[src/rtl/row_deserializer.sv]
// row_deserializer: reassembles LANES consecutive serial product words into one
// packed row and queues completed rows in a small FIFO for the writeback stage.
//
// Ports:
//   clk        rising-edge clock
//   reset      asynchronous active-low reset
//   in_data    serial product word, valid when in_load = 1
//   in_load    word strobe
//   row_data   head row of the FIFO; lane k at [k*WIDTH +: WIDTH], lane 0 first received
//   row_valid  FIFO non-empty
//   row_ready  consumer accepts head row when row_valid && row_ready
//   frame_err  one-cycle pulse after a partial group is aborted
//   overflow   sticky; a completed row was dropped because the FIFO was full
//   rows_out   count of accepted rows (wraps)
module row_deserializer #(
    parameter int unsigned WIDTH = 19,
    parameter int unsigned LANES = 4,
    parameter int unsigned DEPTH = 2
) (
    input  logic                   clk,
    input  logic                   reset,
    input  logic [WIDTH-1:0]       in_data,
    input  logic                   in_load,
    output logic [WIDTH*LANES-1:0] row_data,
    output logic                   row_valid,
    input  logic                   row_ready,
    output logic                   frame_err,
    output logic                   overflow,
    output logic [7:0]             rows_out
);

    localparam int unsigned ROW_W  = WIDTH * LANES;
    localparam int unsigned HOLD_W = WIDTH * (LANES - 1);
    localparam int unsigned LANE_W = $clog2(LANES);
    localparam int unsigned PTR_W  = $clog2(DEPTH);
    localparam int unsigned CNT_W  = $clog2(DEPTH + 1);

    localparam logic [LANE_W-1:0] LAST_LANE = LANE_W'(LANES - 1);
    localparam logic [CNT_W-1:0]  FULL_CNT  = CNT_W'(DEPTH);

    typedef enum logic [0:0] {
        IDLE    = 1'b0,
        COLLECT = 1'b1
    } state_t;

    state_t              state_q, state_d;
    logic [LANE_W-1:0]   lane_cnt_q, lane_cnt_d;
    logic [HOLD_W-1:0]   hold_q, hold_d;
    logic                frame_err_d;

    logic [ROW_W-1:0]    mem_q [DEPTH];
    logic [ROW_W-1:0]    mem_d [DEPTH];
    logic [PTR_W-1:0]    wr_ptr_q, wr_ptr_d;
    logic [PTR_W-1:0]    rd_ptr_q, rd_ptr_d;
    logic [CNT_W-1:0]    cnt_q, cnt_d;
    logic [ROW_W-1:0]    row_data_d;
    logic                row_valid_d;
    logic                overflow_d;
    logic [7:0]          rows_out_d;

    logic                push;
    logic                push_ok;
    logic                pop;
    logic [ROW_W-1:0]    push_row;

    // Collection state machine: gathers words into the hold register.
    always_comb begin
        state_d     = state_q;
        lane_cnt_d  = lane_cnt_q;
        hold_d      = hold_q;
        frame_err_d = 1'b0;
        push        = 1'b0;
        // Last word goes straight into the row alongside the held lanes.
        push_row    = {in_data, hold_q};

        case (state_q)
            IDLE: begin
                if (in_load) begin
                    hold_d[0 +: WIDTH] = in_data;
                    lane_cnt_d         = LANE_W'(1);
                    state_d            = COLLECT;
                end
            end
            COLLECT: begin
                if (in_load) begin
                    if (lane_cnt_q == LAST_LANE) begin
                        push       = 1'b1;
                        lane_cnt_d = '0;
                        state_d    = IDLE;
                    end else begin
                        for (int unsigned i = 0; i < LANES - 1; i++) begin
                            if (lane_cnt_q == LANE_W'(i)) begin
                                hold_d[i*WIDTH +: WIDTH] = in_data;
                            end
                        end
                        lane_cnt_d = lane_cnt_q + LANE_W'(1);
                    end
                end else begin
                    // Gap inside a group: drop the partial group.
                    lane_cnt_d  = '0;
                    state_d     = IDLE;
                    frame_err_d = 1'b1;
                end
            end
            default: begin
                state_d    = IDLE;
                lane_cnt_d = '0;
            end
        endcase
    end

    // Row FIFO next-state; the head is re-registered so row_data is a flop output.
    always_comb begin
        mem_d      = mem_q;
        wr_ptr_d   = wr_ptr_q;
        rd_ptr_d   = rd_ptr_q;
        cnt_d      = cnt_q;
        overflow_d = overflow;
        rows_out_d = rows_out;

        pop     = row_valid && row_ready;
        // A pop frees the slot, so push into a full FIFO is fine when popping.
        push_ok = push && ((cnt_q != FULL_CNT) || pop);

        if (pop) begin
            rd_ptr_d   = rd_ptr_q + PTR_W'(1);
            rows_out_d = rows_out + 8'(1);
        end

        if (push_ok) begin
            mem_d[wr_ptr_q] = push_row;
            wr_ptr_d        = wr_ptr_q + PTR_W'(1);
        end else if (push) begin
            overflow_d = 1'b1;
        end

        case ({push_ok, pop})
            2'b10:   cnt_d = cnt_q + CNT_W'(1);
            2'b01:   cnt_d = cnt_q - CNT_W'(1);
            default: cnt_d = cnt_q;
        endcase

        row_valid_d = (cnt_d != '0);
        row_data_d  = mem_d[rd_ptr_d];
    end

    // State and datapath registers.
    always_ff @(posedge clk or negedge reset) begin
        if (!reset) begin
            state_q    <= IDLE;
            lane_cnt_q <= '0;
            hold_q     <= '0;
            frame_err  <= 1'b0;
            for (int unsigned i = 0; i < DEPTH; i++) begin
                mem_q[i] <= '0;
            end
            wr_ptr_q   <= '0;
            rd_ptr_q   <= '0;
            cnt_q      <= '0;
            row_data   <= '0;
            row_valid  <= 1'b0;
            overflow   <= 1'b0;
            rows_out   <= '0;
        end else begin
            state_q    <= state_d;
            lane_cnt_q <= lane_cnt_d;
            hold_q     <= hold_d;
            frame_err  <= frame_err_d;
            mem_q      <= mem_d;
            wr_ptr_q   <= wr_ptr_d;
            rd_ptr_q   <= rd_ptr_d;
            cnt_q      <= cnt_d;
            row_data   <= row_data_d;
            row_valid  <= row_valid_d;
            overflow   <= overflow_d;
            rows_out   <= rows_out_d;
        end
    end

endmodule

[config.mk]
export PLATFORM = sky130hd
export DESIGN_NAME = row_deserializer
export DESIGN_NICKNAME = d
export VERILOG_FILES = /design/src/rtl/row_deserializer.sv
export SDC_FILE = /design/constraint.sdc
export NUM_CORES = 1
export LEC_CHECK = 0
export BUFFER_PORTS_ARGS = -buffer_cell sky130_fd_sc_hd__buf_2
export CAP_MARGIN = 20
export CORE_UTILIZATION = 55
export CTS_BUF_LIST = sky130_fd_sc_hd__clkbuf_8
export CTS_CLUSTER_DIAMETER = 60
export CTS_CLUSTER_SIZE = 40
export DETAILED_ROUTE_END_ITERATION = 12
export GPL_TIMING_DRIVEN = 0
export PLACE_DENSITY = 0.83
export RECOVER_POWER = 25
export SLEW_MARGIN = 0
export SYNTH_ARGS = -nofsm -noshare
export SYNTH_HDL_FRONTEND = slang
export SYNTH_SLANG_ARGS = --single-unit
[constraint.sdc]
create_clock -name clk -period 3.2 [get_ports clk]
set_input_delay 0.16 -clock clk [delete_from_list [all_inputs] [get_ports clk]]
set_output_delay 0.16 -clock clk [all_outputs]
set_load 0.03 [all_outputs]
==> metrics.txt, run 1 <==
# TYPE chip_impl_metric gauge
chip_impl_metric{name="detail_route.wirelength",unit="um"} 39100
chip_impl_metric{name="post_synth_inst_count",unit=""} 1145
chip_impl_info{name="timing.critical_path.from_type",value="flip-flop"} 1
chip_impl_metric{name="dpl_wire_length",unit="um"} 25200
chip_impl_info{name="reg2reg_from",value="lane_cnt_q[0]"} 1
chip_impl_info{name="hold_path.class",value="in2reg"} 1
chip_impl_metric{name="cp_num_cells",unit=""} 10
chip_impl_metric{name="required",unit="ns"} 3.67
chip_impl_metric{name="worst_ir_drop_vdd",unit="uV"} 630
chip_impl_metric{name="static_leakage",unit="uW"} 0.00718
chip_impl_info{name="crit_path_frequent_cell",value="sky130_fd_sc_hd__ha_1"} 1
chip_impl_metric{name="globalRouteTotalUtil",unit=""} 0.298
chip_impl_metric{name="synth_area_per_cell",unit="um2"} 12.3
chip_impl_metric{name="die_w",unit="um"} 162
chip_impl_metric{name="synth_largest_type_area_fraction",unit=""} 0.539
chip_impl_metric{name="synthesis.yosys.warnings",unit=""} 0
chip_impl_metric{name="power_per_cell_area",unit="nW/um2"} 964
chip_impl_metric{name="numPortBuffers",unit=""} 109
chip_impl_metric{name="h_tree_depth",unit=""} 1
chip_impl_metric{name="core-area",unit="um2"} 25100
chip_impl_info{name="capturing_point_of_the_worst_reg2reg_path",value="row_valid"} 1
chip_impl_metric{name="final.hold.worst_slack",unit="ns"} 0.0630
chip_impl_info{name="cts_tree",value="done"} 1
chip_impl_info{name="ys_dominant_reg_cell",value="sky130_fd_sc_hd__dfrtp_1"} 1
chip_impl_info{name="path_delay_family",value="adder cells"} 1
chip_impl_metric{name="pin_count_of_the_biggest_net_entering_global_routing",unit=""} 119
chip_impl_info{name="synth.cells.most_frequent",value="sky130_fd_sc_hd__dfrtp_1 (303), sky130_fd_sc_hd__mux2_2 (169), sky130_fd_sc_hd__o2111ai_1 (150), sky130_fd_sc_hd__or3_1 (150), sky130_fd_sc_hd__clkbuf_1 (82)"} 1
chip_impl_metric{name="finish.utilization",unit=""} 0.626
chip_impl_metric{name="nFillCells",unit=""} 1949
chip_impl_metric{name="die_height",unit="um"} 162
chip_impl_info{name="critPathCapture",value="row_valid"} 1
chip_impl_info{name="synthDominantAreaCellType",value="sky130_fd_sc_hd__dfrtp_1"} 1
chip_impl_metric{name="finalCritPeriodShare",unit=""} 0.904
chip_impl_metric{name="design.final.nets",unit=""} 1322
chip_impl_metric{name="synthToLayoutAreaGrowth",unit="%"} 11.7
chip_impl_metric{name="cts_num_sinks",unit=""} 303
chip_impl_metric{name="synth_nets",unit=""} 1174
chip_impl_metric{name="final_cell_count_no_fill",unit=""} 1639
chip_impl_metric{name="global_placer_s_final_weighted_congestion",unit=""} 0.864
chip_impl_metric{name="slew_at_the_pin_with_the_worst_max_slew_slack",unit="ns"} 2.31
chip_impl_metric{name="timing.final.setup_violations",unit=""} 0
chip_impl_metric{name="worst_skew_pair.late_latency",unit="ns"} 0.59
chip_impl_metric{name="first_pass_iters",unit=""} 5
chip_impl_info{name="clock_tree.root_cell",value="sky130_fd_sc_hd__clkbuf_8"} 1
chip_impl_metric{name="synthDistinctLibCells",unit=""} 35
chip_impl_metric{name="postRouteAntennaNets",unit=""} 0
chip_impl_metric{name="synth_sequential_area_ratio",unit=""} 0.539
chip_impl_metric{name="worst_setup_hold_path_clk_slew",unit="ns"} 0.15
chip_impl_metric{name="finalHoldViolCount",unit=""} 0
chip_impl_info{name="timing_worst_setup_path_type",value="reg2reg"} 1
chip_impl_metric{name="dr_total_vias",unit=""} 11000
chip_impl_metric{name="crit_fanout",unit=""} 10
chip_impl_metric{name="die_area",unit="um2"} 26200
chip_impl_metric{name="max-slew-margin-rel",unit=""} -0.540
chip_impl_info{name="netlist_top_cells_area",value="sky130_fd_sc_hd__dfrtp_1 (54%), sky130_fd_sc_hd__mux2_2 (14%), sky130_fd_sc_hd__o2111ai_1 (9.3%)"} 1
chip_impl_metric{name="grt.overflow.total",unit=""} 0
chip_impl_info{name="post-synth-top-count-cell",value="sky130_fd_sc_hd__dfrtp_1"} 1
chip_impl_metric{name="final.setup_skew",unit="ns"} 0.0273
chip_impl_metric{name="critPathMaxStageDelay",unit="ns"} 0.47
chip_impl_metric{name="std_cell_rows",unit=""} 58
chip_impl_info{name="grt_setup_unrepaired",value="false"} 1
chip_impl_metric{name="number_of_placed_cells_counting_well_taps",unit=""} 1586
chip_impl_metric{name="fmaxAchievable",unit="MHz"} 345
chip_impl_metric{name="syn-cell-area",unit="um2"} 14100
chip_impl_metric{name="grt_first_pass_wirelength",unit="um"} 60600
chip_impl_metric{name="crit_arrival",unit="ns"} 3.36
chip_impl_metric{name="slew_violations",unit=""} 89
chip_impl_metric{name="synth_edf_count",unit=""} 0
chip_impl_metric{name="drt_drc_violations_left",unit=""} 0
chip_impl_info{name="crit_path_cell_trace",value="ha_1 -> nand3_1 -> a21oi_4 -> inv_2 -> clkbuf_1 -> ha_1 -> xnor2_1 -> nor2_1 -> xor2_1 -> or2_2"} 1
chip_impl_metric{name="finalWorstPathRequiredPeriod",unit="ns"} 2.89
chip_impl_metric{name="io_pins",unit=""} 110
chip_impl_metric{name="number_of_drc_violations_after_detailed_routing_iteration_0",unit=""} 991
chip_impl_metric{name="grt_pass1_vias",unit=""} 10900
chip_impl_metric{name="post_route_cells_drive_above_1_share",unit=""} 0.267
chip_impl_metric{name="max-clock-path-buffers",unit=""} 3
chip_impl_info{name="crit_slowest_cell",value="sky130_fd_sc_hd__a21oi_4"} 1
chip_impl_info{name="violations",value="max-capacitance violations, max-slew violations"} 1
chip_impl_metric{name="drt-vias-per-instance",unit=""} 6.72
chip_impl_info{name="critPathCaptureType",value="flip-flop"} 1
chip_impl_metric{name="cap_viol_max_count",unit=""} 1
chip_impl_metric{name="logic_depth_of_the_worst_register_to_register_path",unit=""} 10
chip_impl_metric{name="cts_setup_buffers",unit=""} 0
chip_impl_metric{name="routedWlPerCell",unit="um"} 23.8
chip_impl_metric{name="r2r_setup_slack",unit="ns"} 0.31
chip_impl_metric{name="critPathBufInv",unit=""} 2
chip_impl_metric{name="async_flop_share",unit=""} 1.00
chip_impl_info{name="outcome",value="finished, violations left"} 1
chip_impl_metric{name="tritoncts.num_buffers",unit=""} 20
chip_impl_metric{name="ys_seq_elements",unit=""} 303
chip_impl_metric{name="initial_core_util",unit=""} 0.560
chip_impl_metric{name="number_of_antenna_violations_at_the_first_check_in_global_routing",unit=""} 1
chip_impl_info{name="setup.worst_path.start",value="lane_cnt_q[0]"} 1
## final cells by class
class	instances	area [um2]	area share
multi-input cells	717	5950	0.379
clock buffers	23	317	0.0201
plain buffers	118	503	0.0320
clock inverters	13	164	0.0104
repair buffers	126	751	0.0478
well taps	330	413	0.0263
diodes	2	5.00	0.000319
inverters	7	26.3	0.00167
flip-flops and latches	303	7580	0.483
## stage by stage
| step | setup slack (ns) | setup TNS (ns) | instance area, um2 | power (uW) |
|---|---|---|---|---|
| final | 0.306 | 0 | 15700 | 15200 |
| after global routing | 0.216 | 0 | 15700 | 15900 |
| after CTS | 0.406 | 0 | 15700 | 15000 |
| after detailed placement | 0.425 | 0 | 15100 | 12800 |
| after global placement | -3.55 | -1067.13 | 15000 | 12500 |
| after floorplan | 0.970 | 0 | 14100 | 10700 |
## worst reg2reg max path: stages (launching register included)
cell                       delay (ns)
sky130_fd_sc_hd__dfrtp_1         0.43
sky130_fd_sc_hd__ha_1            0.24
sky130_fd_sc_hd__nand3_1         0.19
sky130_fd_sc_hd__a21oi_4         0.47
sky130_fd_sc_hd__inv_2           0.14
sky130_fd_sc_hd__clkbuf_1        0.35
sky130_fd_sc_hd__ha_1            0.32
sky130_fd_sc_hd__xnor2_1         0.15
sky130_fd_sc_hd__nor2_1          0.07
sky130_fd_sc_hd__xor2_1          0.15
sky130_fd_sc_hd__or2_2           0.28
## cells in the final DEF, fill, tap and decap left out, types with 2 or more instances in the layout
cell type | netlist | final
sky130_fd_sc_hd__a211oi_1 | 2 | 2
sky130_fd_sc_hd__nor2_1 | 6 | 6
sky130_fd_sc_hd__nand3_1 | 79 | 80
sky130_fd_sc_hd__or3_1 | 150 | 150
sky130_fd_sc_hd__xnor2_1 | 10 | 10
sky130_fd_sc_hd__inv_2 | 2 | 2
sky130_fd_sc_hd__ha_1 | 6 | 6
sky130_fd_sc_hd__and3_1 | 2 | 2
sky130_fd_sc_hd__dfrtp_1 | 303 | 303
sky130_fd_sc_hd__clkbuf_1 | 82 | 82
sky130_fd_sc_hd__inv_1 | 5 | 5
sky130_fd_sc_hd__buf_1 | 9 | 9
sky130_fd_sc_hd__inv_12 | 0 | 2
sky130_fd_sc_hd__buf_2 | 18 | 126
sky130_fd_sc_hd__clkbuf_8 | 0 | 23
sky130_fd_sc_hd__inv_8 | 0 | 2
sky130_fd_sc_hd__diode_2 | 0 | 2
sky130_fd_sc_hd__clkinvlp_4 | 0 | 2
sky130_fd_sc_hd__nand2_1 | 12 | 12
sky130_fd_sc_hd__o211ai_1 | 75 | 75
sky130_fd_sc_hd__mux2_2 | 169 | 169
sky130_fd_sc_hd__o2111ai_1 | 150 | 150
sky130_fd_sc_hd__xor2_1 | 2 | 2
sky130_fd_sc_hd__buf_4 | 8 | 8
sky130_fd_sc_hd__clkinv_8 | 0 | 2
sky130_fd_sc_hd__mux2_1 | 40 | 40
sky130_fd_sc_hd__dlygate4sd3_1 | 0 | 15
sky130_fd_sc_hd__buf_16 | 0 | 2
sky130_fd_sc_hd__inv_6 | 0 | 3
## power by group
group	leakage, uW	internal, uW	switching [uW]
sequential	0.00392	5350	1080
combinational	0.00303	2360	4190
clock	0.000235	764	1410
total	0.00718	8480	6670
## per-layer routing
layer / routed length, um / share of wire / GRT usage
met4: 1800 / 0.046 / 0.141
met2: 18000 / 0.46 / 0.464
met1: 15500 / 0.40 / 0.410
met5: 0 / 0 / 0
met3: 3750 / 0.096 / 0.0475
## sequential cells by signal (all words and copies together) (netlist names)
| signal | count |
|---|---|
| frame_err | 1 |
| state_q | 1 |
| lane_cnt_q | 2 |
| mem_q | 152 |
| row_data | 76 |
| hold_q | 57 |
| overflow | 1 |
| rows_out | 8 |
| cnt_q | 2 |
| rd_ptr_q | 1 |
| row_valid | 1 |
| wr_ptr_q | 1 |
## cells by family after synthesis
logic type / after synthesis / share of synthesized area
compound gates: 236 / 0.140
xor+xnor: 12 / 0.00747
fa+ha+maj: 6 / 0.00534
buf+inv: 125 / 0.0376
flops: 303 / 0.539
mux: 209 / 0.167
simple gates: 254 / 0.103
## how the worst min path moves through the flow
| stage | startpoint | endpoint | slack, ns | cells after the start |
|---|---|---|---|---|
| finish | in_data[4] | mem_q[61] | 0.06 | 2 |
| global route | in_data[5] | mem_q[62] | 0.04 | 2 |
| CTS | in_data[4] | mem_q[61] | 0.03 | 2 |
| detailed placement | reset | row_data[6] | 0.22 | 1 |
| global placement | in_load | frame_err | 0.41 | 2 |
| floorplan | reset | cnt_q[0] | -0.14 | 0 |
## timing repair
item,CTS,global route
hold buffers,15,0
resized for setup,0,0
endpoints found under the hold margin,139,0
No activity file was read; power rests on OpenSTA's default activity.
==> inputs of run 2 (changes only) <==
CORE_UTILIZATION = 67   (was 55)
PLACE_DENSITY = 0.95   (was 0.83)
==> run 2 against run 1 <==
The run still ends with max-capacitance violations, max-slew violations left. Setup slack worse by 0.043 ns. Power up 0.76%. Maximum frequency down 1.5%. Clock power about the same. Hold slack worse by 0.030 ns. Critical path depth unchanged. Sequential share of layout area up 0.31 points. Critical path type unchanged. Largest cell class unchanged.
==> metrics.txt, run 2 (synthesis results as in run 1) <==
# TYPE chip_impl_metric gauge
chip_impl_metric{name="critPathMaxStageDelay",unit="ns"} 0.46
chip_impl_metric{name="finalWorstPathRequiredPeriod",unit="ns"} 2.94
chip_impl_metric{name="io_pins",unit=""} 110
chip_impl_metric{name="crit_fanout",unit=""} 10
chip_impl_metric{name="globalRouteTotalUtil",unit=""} 0.370
chip_impl_metric{name="groute.layer.met1.usage",unit=""} 0.490
chip_impl_metric{name="detail_route.wirelength",unit="um"} 39300
chip_impl_metric{name="std_cell_rows",unit=""} 52
chip_impl_metric{name="pin_count_of_the_biggest_net_entering_global_routing",unit=""} 93
chip_impl_metric{name="routedWlPerCell",unit="um"} 24.9
chip_impl_metric{name="final.setup_skew",unit="ns"} 0.0284
chip_impl_metric{name="postCtsResizedCells",unit=""} 0
chip_impl_metric{name="die_w",unit="um"} 147
chip_impl_info{name="capturing_point_of_the_worst_reg2reg_path",value="row_valid"} 1
chip_impl_metric{name="crit_arrival",unit="ns"} 3.41
chip_impl_metric{name="post_route_cells_drive_above_1_share",unit=""} 0.267
chip_impl_metric{name="detailed_place.area",unit="um2"} 15000
chip_impl_metric{name="number_of_antenna_violations_at_the_first_check_in_global_routing",unit=""} 1
chip_impl_info{name="timing_worst_setup_path_type",value="reg2reg"} 1
chip_impl_metric{name="finish.utilization",unit=""} 0.764
chip_impl_metric{name="design.final.nets",unit=""} 1322
chip_impl_info{name="clock_tree.root_cell",value="sky130_fd_sc_hd__clkbuf_8"} 1
chip_impl_metric{name="timing.final.setup_violations",unit=""} 0
chip_impl_metric{name="cts_num_sinks",unit=""} 303
chip_impl_info{name="largest_register",value="mem_q"} 1
chip_impl_metric{name="numPortBuffers",unit=""} 109
chip_impl_info{name="grt_setup_unrepaired",value="false"} 1
chip_impl_metric{name="initial_core_util",unit=""} 0.689
chip_impl_metric{name="logic_depth_of_the_worst_register_to_register_path",unit=""} 10
chip_impl_metric{name="first_pass_iters",unit=""} 8
chip_impl_metric{name="global_placer_s_final_weighted_congestion",unit=""} 0.861
chip_impl_metric{name="drt-vias-per-instance",unit=""} 7.30
chip_impl_metric{name="static_leakage",unit="uW"} 0.00719
chip_impl_metric{name="largest_register_ffs",unit=""} 152
chip_impl_metric{name="multi_input_area",unit="um2"} 5960
chip_impl_metric{name="grt.overflow.total",unit=""} 0
chip_impl_metric{name="max-slew-margin-rel",unit=""} -0.396
chip_impl_metric{name="worst_ir_drop_vdd",unit="uV"} 677
chip_impl_info{name="timing.critical_path.from_type",value="flip-flop"} 1
chip_impl_metric{name="die_area",unit="um2"} 21600
chip_impl_metric{name="layout.cell_area.non_filler",unit="um2"} 15600
chip_impl_info{name="outcome",value="finished, violations left"} 1
chip_impl_info{name="crit_path_cell_trace",value="ha_1 -> nand3_2 -> a21oi_4 -> inv_2 -> clkbuf_1 -> ha_1 -> xnor2_1 -> nor2_1 -> xor2_1 -> or2_2"} 1
chip_impl_info{name="layout.cells.most_common",value="sky130_fd_sc_hd__dfrtp_1"} 1
chip_impl_metric{name="drt_drc_violations_left",unit=""} 0
chip_impl_metric{name="dr_total_vias",unit=""} 11500
chip_impl_metric{name="slew_violations",unit=""} 179
chip_impl_metric{name="finalCritPeriodShare",unit=""} 0.918
chip_impl_info{name="grt_busiest_layer",value="met2"} 1
chip_impl_metric{name="ff_latch_area",unit="um2"} 7580
chip_impl_metric{name="required",unit="ns"} 3.67
chip_impl_metric{name="cts_setup_buffers",unit=""} 0
chip_impl_metric{name="r2r_setup_slack",unit="ns"} 0.26
chip_impl_metric{name="worst_setup_hold_path_clk_slew",unit="ns"} 0.15
chip_impl_metric{name="dpl_wire_length",unit="um"} 25000
chip_impl_metric{name="power_per_cell_area",unit="nW/um2"} 978
chip_impl_info{name="cts_tree",value="done"} 1
chip_impl_metric{name="h_tree_depth",unit=""} 1
chip_impl_info{name="reg.largest.list",value="mem_q: 152 flops, row_data: 76 flops, hold_q: 57 flops"} 1
chip_impl_metric{name="cap_viol_max_count",unit=""} 2
chip_impl_metric{name="number_of_drc_violations_after_detailed_routing_iteration_0",unit=""} 1386
chip_impl_metric{name="postRouteAntennaNets",unit=""} 0
chip_impl_metric{name="grt_use_met2",unit=""} 0.565
chip_impl_metric{name="grt_util_met3",unit=""} 0.0860
chip_impl_metric{name="tritoncts.num_buffers",unit=""} 20
chip_impl_metric{name="finalHoldViolCount",unit=""} 0
chip_impl_metric{name="cts_hold_buf",unit=""} 14
chip_impl_info{name="critPathCapture",value="row_valid"} 1
chip_impl_info{name="most-common-layout-cells",value="sky130_fd_sc_hd__dfrtp_1 (303), sky130_fd_sc_hd__mux2_2 (169), sky130_fd_sc_hd__or3_1 (150), sky130_fd_sc_hd__o2111ai_1 (150), sky130_fd_sc_hd__buf_2 (127)"} 1
chip_impl_info{name="violations",value="max-capacitance violations, max-slew violations"} 1
chip_impl_info{name="critPathCaptureType",value="flip-flop"} 1
chip_impl_info{name="crit_slowest_cell",value="sky130_fd_sc_hd__dfrtp_1"} 1
chip_impl_info{name="hold_path.class",value="in2async"} 1
chip_impl_metric{name="worst_skew_pair.late_latency",unit="ns"} 0.58
chip_impl_metric{name="synthToLayoutAreaGrowth",unit="%"} 11.0
chip_impl_metric{name="max-clock-path-buffers",unit=""} 3
chip_impl_metric{name="core-area",unit="um2"} 20400
chip_impl_metric{name="die_height",unit="um"} 147
chip_impl_metric{name="nFillCells",unit=""} 1186
chip_impl_info{name="setup.worst_path.start",value="lane_cnt_q[0]"} 1
chip_impl_info{name="crit_path_frequent_cell",value="sky130_fd_sc_hd__ha_1"} 1
chip_impl_metric{name="grt_pass1_vias",unit=""} 11500
chip_impl_metric{name="fmaxAchievable",unit="MHz"} 340
chip_impl_info{name="reg2reg_from",value="lane_cnt_q[0]"} 1
chip_impl_metric{name="slew_at_the_pin_with_the_worst_max_slew_slack",unit="ns"} 2.09
chip_impl_metric{name="grt_first_pass_wirelength",unit="um"} 62100
-- run 2: how the worst min path moves through the flow --
| stage | startpoint | endpoint | slack [ns] | cells past startpoint |
|---|---|---|---|---|
| 3_3_place_gp | in_load | frame_err | 0.41 | 2 |
| 4_1_cts | in_data[2] | mem_q[59] | 0.03 | 2 |
| 6_report | reset | row_data[6] | 0.03 | 2 |
| 2_1_floorplan | reset | cnt_q[0] | -0.14 | 0 |
| 3_5_place_dp | reset | row_data[6] | 0.1 | 1 |
| 5_1_grt | in_data[2] | mem_q[59] | 0.04 | 2 |
-- run 2: worst max-delay path: cells and delay by family (launching register included) --
| family | cells | cell delay [ns] |
|---|---|---|
| AOI/OAI and AO/OA | 1 | 0.45 |
| DFF | 1 | 0.46 |
| xor gates and xnor gates | 2 | 0.32 |
| buffers and inverters | 2 | 0.51 |
| adders and majority gates | 2 | 0.60 |
| and+or+nand+nor | 3 | 0.49 |
-- run 2: per-stage QoR --
step | setup slack (ns) | hold slack (ns) | total power, uW | cells | TNS [ns]
final | 0.262 | 0.0326 | 15300 | 1579 | 0
after global routing | 0.212 | 0.0392 | 15900 | 1577 | 0
after CTS | 0.357 | 0.0292 | 15000 | 1577 | 0
after detailed placement | 0.450 | 0.0975 | 12800 | 1527 | 0
after global placement | -3.40 | 0.407 | 12400 | 1524 | -1022.85
after floorplan | 0.970 | -0.136 | 10700 | 1145 | 0
-- run 2: area by class of cell --
| class | instances | share of cell area |
|---|---|---|
| antenna | 2 | 0.000321 |
| buffer | 118 | 0.0322 |
| clock buffer | 22 | 0.0194 |
| clock inverter | 14 | 0.0106 |
| inverter | 7 | 0.00168 |
| multi-input combinational | 717 | 0.382 |
| sequential | 303 | 0.486 |
| tap | 270 | 0.0216 |
| timing repair buffer | 126 | 0.0470 |
-- run 2: routing by layer --
metal | vias to the layer above | wire (um)
li1 | 4751 | -
met1 | 5624 | 14300
met2 | 921 | 18200
met3 | 228 | 4490
met4 | 0 | 2320
met5 | - | 0
-- run 2: where the power goes --
group	switching, uW	internal (uW)
Sequential	1140	5350
Clock	1370	807
Combinational	4230	2370
